==> config.mk <==
export PLATFORM = sky130hd
export DESIGN_NAME = if_stage
export DESIGN_NICKNAME = d
export VERILOG_FILES = /design/src/rtl/if_stage.sv
export SDC_FILE = /design/constraint.sdc
export NUM_CORES = 1
export LEC_CHECK = 0
export ABC_AREA = 1
export ABC_CLOCK_PERIOD_IN_PS = 4600
export CAP_MARGIN = 10
export CORE_AREA = 2 2 78 80
export CTS_BUF_LIST = sky130_fd_sc_hd__clkbuf_4 sky130_fd_sc_hd__clkbuf_8
export DETAILED_ROUTE_END_ITERATION = 6
export DIE_AREA = 0 0 80 82
export PLACE_DENSITY = 0.89
export SLEW_MARGIN = 0
export SYNTH_ARGS = -nofsm -noshare
export SYNTH_HDL_FRONTEND = slang
export SYNTH_SLANG_ARGS = --single-unit
==> constraint.sdc <==
create_clock -name clk -period 4.6 [get_ports clk]
set_clock_uncertainty 0.15 [all_clocks]
set_input_delay 0.69 -clock clk [delete_from_list [all_inputs] [get_ports clk]]
set_output_delay 0.69 -clock clk [all_outputs]
set_load 0.01 [all_outputs]
==> src/rtl/if_stage.sv <==
// -----------------------------------------------------------------------------
// if_stage: instruction-fetch stage and IF/ID pipeline register for the 16-bit
// MIPS16-style pipeline. It issues fetch requests to instruction memory and
// presents the fetched instruction (inst_o) and its address + 1 (pc_o) to the
// decode stage. It takes decode's stall and taken-branch redirect and
// implements one architectural delay slot. It inserts NOP bubbles while no
// instruction is available.
//
// Optional feature macro: IFETCH_HOLD_BUF_EN
//   defined   : an instruction acked during a stall is parked in a one-entry
//               buffer (HOLD state) and never refetched.
//   undefined : such an ack is dropped and the same pc is re-requested until
//               it is acked with stall_i=0.
//
// Ports:
//   clk, rst         clock, synchronous active-high reset
//   stall_i          hold the IF/ID register
//   branch_flag_i    taken branch in decode (combinational)
//   branch_addr_i    branch target
//   imem_req_o       fetch request
//   imem_addr_o      fetch address (internal pc)
//   imem_ack_i       imem_rdata_i valid this cycle
//   imem_rdata_i     fetched instruction
//   pc_o             IF/ID: address of held instruction + 1
//   inst_o           IF/ID: instruction presented to decode
// -----------------------------------------------------------------------------
module if_stage #(
   parameter logic [15:0] RESET_PC = 16'h0000,
   parameter logic [15:0] NOP_INST = 16'h0800
) (
   input  logic        clk,
   input  logic        rst,
   input  logic        stall_i,
   input  logic        branch_flag_i,
   input  logic [15:0] branch_addr_i,
   output logic        imem_req_o,
   output logic [15:0] imem_addr_o,
   input  logic        imem_ack_i,
   input  logic [15:0] imem_rdata_i,
   output logic [15:0] pc_o,
   output logic [15:0] inst_o
);

   typedef enum logic {FETCH = 1'b0, HOLD = 1'b1} state_t;

   state_t      state_reg, state_next;
   logic [15:0] pc_reg, pc_next;
   logic        redir_pend_reg, redir_pend_next;
   logic [15:0] redir_addr_reg, redir_addr_next;
   logic [15:0] if_pc_reg, if_pc_next;
   logic [15:0] if_inst_reg, if_inst_next;
   logic        accept;
   logic [15:0] accept_inst;
`ifdef IFETCH_HOLD_BUF_EN
   logic [15:0] buf_inst_reg, buf_inst_next;
`endif

   assign imem_req_o  = (state_reg == FETCH) & ~rst;
   assign imem_addr_o = pc_reg;
   assign pc_o        = if_pc_reg;
   assign inst_o      = if_inst_reg;

   always_comb begin
      state_next      = state_reg;
      pc_next         = pc_reg;
      redir_pend_next = redir_pend_reg;
      redir_addr_next = redir_addr_reg;
      if_pc_next      = if_pc_reg;
      if_inst_next    = if_inst_reg;
      accept          = 1'b0;
      accept_inst     = imem_rdata_i;
`ifdef IFETCH_HOLD_BUF_EN
      buf_inst_next   = buf_inst_reg;
      if (state_reg == HOLD) begin
         // No request is outstanding here, so any ack is ignored.
         if (!stall_i) begin
            accept      = 1'b1;
            accept_inst = buf_inst_reg;
            state_next  = FETCH;
         end
      end else if (imem_ack_i) begin
         if (!stall_i) begin
            accept = 1'b1;
         end else begin
            // Park the instruction so the fetch is not repeated.
            buf_inst_next = imem_rdata_i;
            state_next    = HOLD;
         end
      end
`else
      // An ack during a stall is simply dropped; pc is unchanged, so the
      // same address is requested again.
      accept = imem_ack_i & ~stall_i;
`endif

      if (accept) begin
         if_inst_next    = accept_inst;
         if_pc_next      = pc_reg + 16'd1;
         redir_pend_next = 1'b0;
         // A same-cycle branch makes the accepted instruction the delay slot;
         // otherwise a redirect remembered earlier takes effect now.
         if (branch_flag_i)
            pc_next = branch_addr_i;
         else if (redir_pend_reg)
            pc_next = redir_addr_reg;
         else
            pc_next = pc_reg + 16'd1;
      end else if (!stall_i) begin
         // No instruction to hand over: issue a bubble, keep pc_o.
         if_inst_next = NOP_INST;
         if (branch_flag_i) begin
            // The delay slot has not arrived yet; redirect after it.
            redir_pend_next = 1'b1;
            redir_addr_next = branch_addr_i;
         end
      end
   end

   always_ff @(posedge clk) begin
      if (rst) begin
         state_reg      <= FETCH;
         pc_reg         <= RESET_PC;
         redir_pend_reg <= 1'b0;
         redir_addr_reg <= 16'h0000;
         if_pc_reg      <= 16'h0000;
         if_inst_reg    <= NOP_INST;
      end else begin
         state_reg      <= state_next;
         pc_reg         <= pc_next;
         redir_pend_reg <= redir_pend_next;
         redir_addr_reg <= redir_addr_next;
         if_pc_reg      <= if_pc_next;
         if_inst_reg    <= if_inst_next;
      end
   end

`ifdef IFETCH_HOLD_BUF_EN
   always_ff @(posedge clk) begin
      if (rst)
         buf_inst_reg <= NOP_INST;
      else
         buf_inst_reg <= buf_inst_next;
   end
`endif

endmodule
==> results.md <==
- Cell accounting for the most synthesized area: dfxtp_1
- Crit Path Category: input port to register
- Max-slew violations: 0
- Top Family by Delay on Critical Path: buffers and inverters
- VDD IR max: 0.000244 V
- DP Area: around 0.0037 mm^2
- IO buf count: 85
- Final worst-path cycle share: between 70% and 80%
- CTS Buffer Depth: 2
- CTS Sinks: 65
- Worst EP arrival: between 3000 and 4000 ps
- Area Overhead vs Synth: 36.3%
- Detailed placement HPWL: between 5 and 6 mm
- Row cnt: 28
- Gr usage total: around 26%
- Achievable Freq: 303 MHz
- Filler instances: ~470
- Worst-path fanout max: 30
- Worst-Skew Late Latency: between 300 and 400 ps
- Pre-CTS setup slack: 1070 ps
- Vias per inst: around 5.7
- Slowest-stage cell, CP: clkdlybuf4s50_1
- Slew @ Worst Pin: just over 700 ps
- Vias in the first global route: 2,717
- Critical path data required time: 4670 ps
- Vias: 2,929
- Post-synthesis cell area: approximately 0.0029 mm^2
- CP Launch Type: input port
- Clock transition at path regs: approximately 70 ps
- Global-route wire length before repair: approximately 13 mm
- Critical Path Sink Type: register
- Die Area: approximately 0.0066 mm^2
- Slew margin rel.: a little over half
- Largest net degree at the start of global routing: 50
- Wire per inst: roughly 16 um
- Final hold slack: between 300 and 400 ps
- Initial antenna violation count: 0
- Yosys reg bits: 65
- Synth Instances: 364
- # IOs: 86
- Max cap viols: 0
- Post-synthesis sequential area ratio: roughly 46%
- Ranking of synthesized cells by area: dfxtp_1 (46%), a21oi_1 (11%), o21ai_0 (8.6%), nand2_1 (5.8%), a32o_1 (5.3%)
- Most common cell after layout, fill and taps aside: clkdlybuf4s50_1
- Post-synth cell types: 28
- Syn nets: ~400
- Area occupied by multi-input gates: around 0.0013 mm^2
- DRC viols: 0
- Pwr per Cell Area: about 330 mW/mm^2
- Hold buffer count at cts: 0
- H-tree depth: 3
- Initial Util: between 40% and 50%
- Setup ws final: between 1000 and 1500 ps
- Most frequent cells in the layout: clkdlybuf4s50_1 (85), dfxtp_1 (65), a21oi_1 (60), o21ai_0 (49), nand2_1 (44)
- Unrepaired setup endpoints after global routing: false
- Clk root buf: clkbuf_8
- CTS tree: done
- Tmin final: ~3300 ps
- Pwr Total: ~1.3 mW
- Pleak: 1.49 nW
- Final instance area: 0.00389 mm^2
- NumNets Final: ~480
- CP Cell Sequence: clkdlybuf4s50_1 -> nor2_4 -> clkinv_1 -> a21oi_1 -> a21oi_1
- Setup bufs post-CTS: 0
- Syn avg cell area: a little under 8 um^2
- Post-CTS resize count: 0
- Antenna Cells: 0
- Final setup TNS: 0 ps
- Critical path's largest stage delay: 750 ps
- Total gr overflow: 0
- Pre-Repair DR Iteration Count: 5
- CP bufs+invs: 2
- Layout cells sized above 1: under 10%
- Ys Warns: 0
- Cell mode on critical path: a21oi_1
- Outcome: completed
- Die H: around 82 um
- Core footprint: between 0.005 and 0.006 mm^2
- Post-synth top area share: 45.6%
- Final setup fails: 0
- Drt initial violations: 423
- Gpl congestion: between 0.9 and 1
- Seq. cell area: 0.00130 mm^2
- Final WL: 8.06 mm
- Tightest Hold Check Type: register to register
- Chip Width: 80 um
- Final number of hold-violating endpoints: 0
- Num CTS Buffers: 9
- DRT antenna net count: 0
==> per-layer routing <==
metal / share of wire, % / GRT usage [%] / routed length (um) / up-vias
li1: - / - / - / 1403
met1: 40 / 33.2 / 3240 / 1336
met2: 47 / 38.8 / 3760 / 169
met3: 11 / 10.1 / 869 / 21
met4: 2.3 / 9.15 / 186 / 0
met5: 0 / 0 / 0 / -
==> cell type report <==
cell class | instances | share of cell area (%)
timing repair buffer | 87 | 22.3
inverter | 36 | 3.48
clock inverter | 6 | 1.51
sequential | 65 | 33.5
multi-input combinational | 238 | 33.5
clock buffer | 10 | 3.38
tap | 75 | 2.41
==> worst min-delay path, stage by stage, from the launching register on <==
cell	delay, ps
dfxtp_1	310
inv_1	50
a21oi_1	50
==> synthesized netlist by cell type <==
cell and n:
dfxtp_1 65, a21oi_1 60, o21ai_0 49, nand2_1 44
inv_1 34, nand3_1 22, a32o_1 15, clkbuf_1 11
nor2_1 11, buf_2 10, a31oi_1 7, xor2_1 5
nor2_4 4, o21ai_1 4, nand3_2 3, nand4_1 3
buf_1 2, buf_4 2, nand2_2 2, o22ai_1 2
xnor2_1 2, a211oi_1 1, clkinv_1 1, ha_1 1
inv_2 1, nand2_4 1, nand3b_1 1, nor2_2 1
==> logic make-up after synthesis <==
| kind of cell | after synthesis | share of synthesized area (%) |
|---|---|---|
| AO/OA/AOI/OAI | 138 | 27.3 |
| AND/OR/NAND/NOR | 92 | 15.7 |
| flip-flops | 65 | 45.6 |
| buffers and inverters | 61 | 8.73 |
| XOR/XNOR | 7 | 2.15 |
| adder cells (fa/ha/maj) | 1 | 0.439 |
==> stage by stage <==
stage	util, %	std cells
2_1_floorplan	-	364
3_3_place_gp	64.4	501
3_5_place_dp	64.4	501
4_1_cts	67.7	517
5_1_grt	67.7	517
6_report	67.7	517
==> worst paths after layout <==
check,from,to,slack (ps),cells past startpoint
min reg2reg,redir_addr_reg[0],redir_addr_reg[0],300,2
max,stall_i,imem_addr_o[12],1300,5
max reg2reg,redir_pend_reg,imem_addr_o[1],2710,4
min,redir_addr_reg[0],redir_addr_reg[0],300,2
==> report_power, final <==
part / internal, mW / switching, mW
registers: 0.592 / 0.0274
clock network: 0.253 / 0.219
logic: 0.0932 / 0.0923
Power figures use the tool's default switching activity.
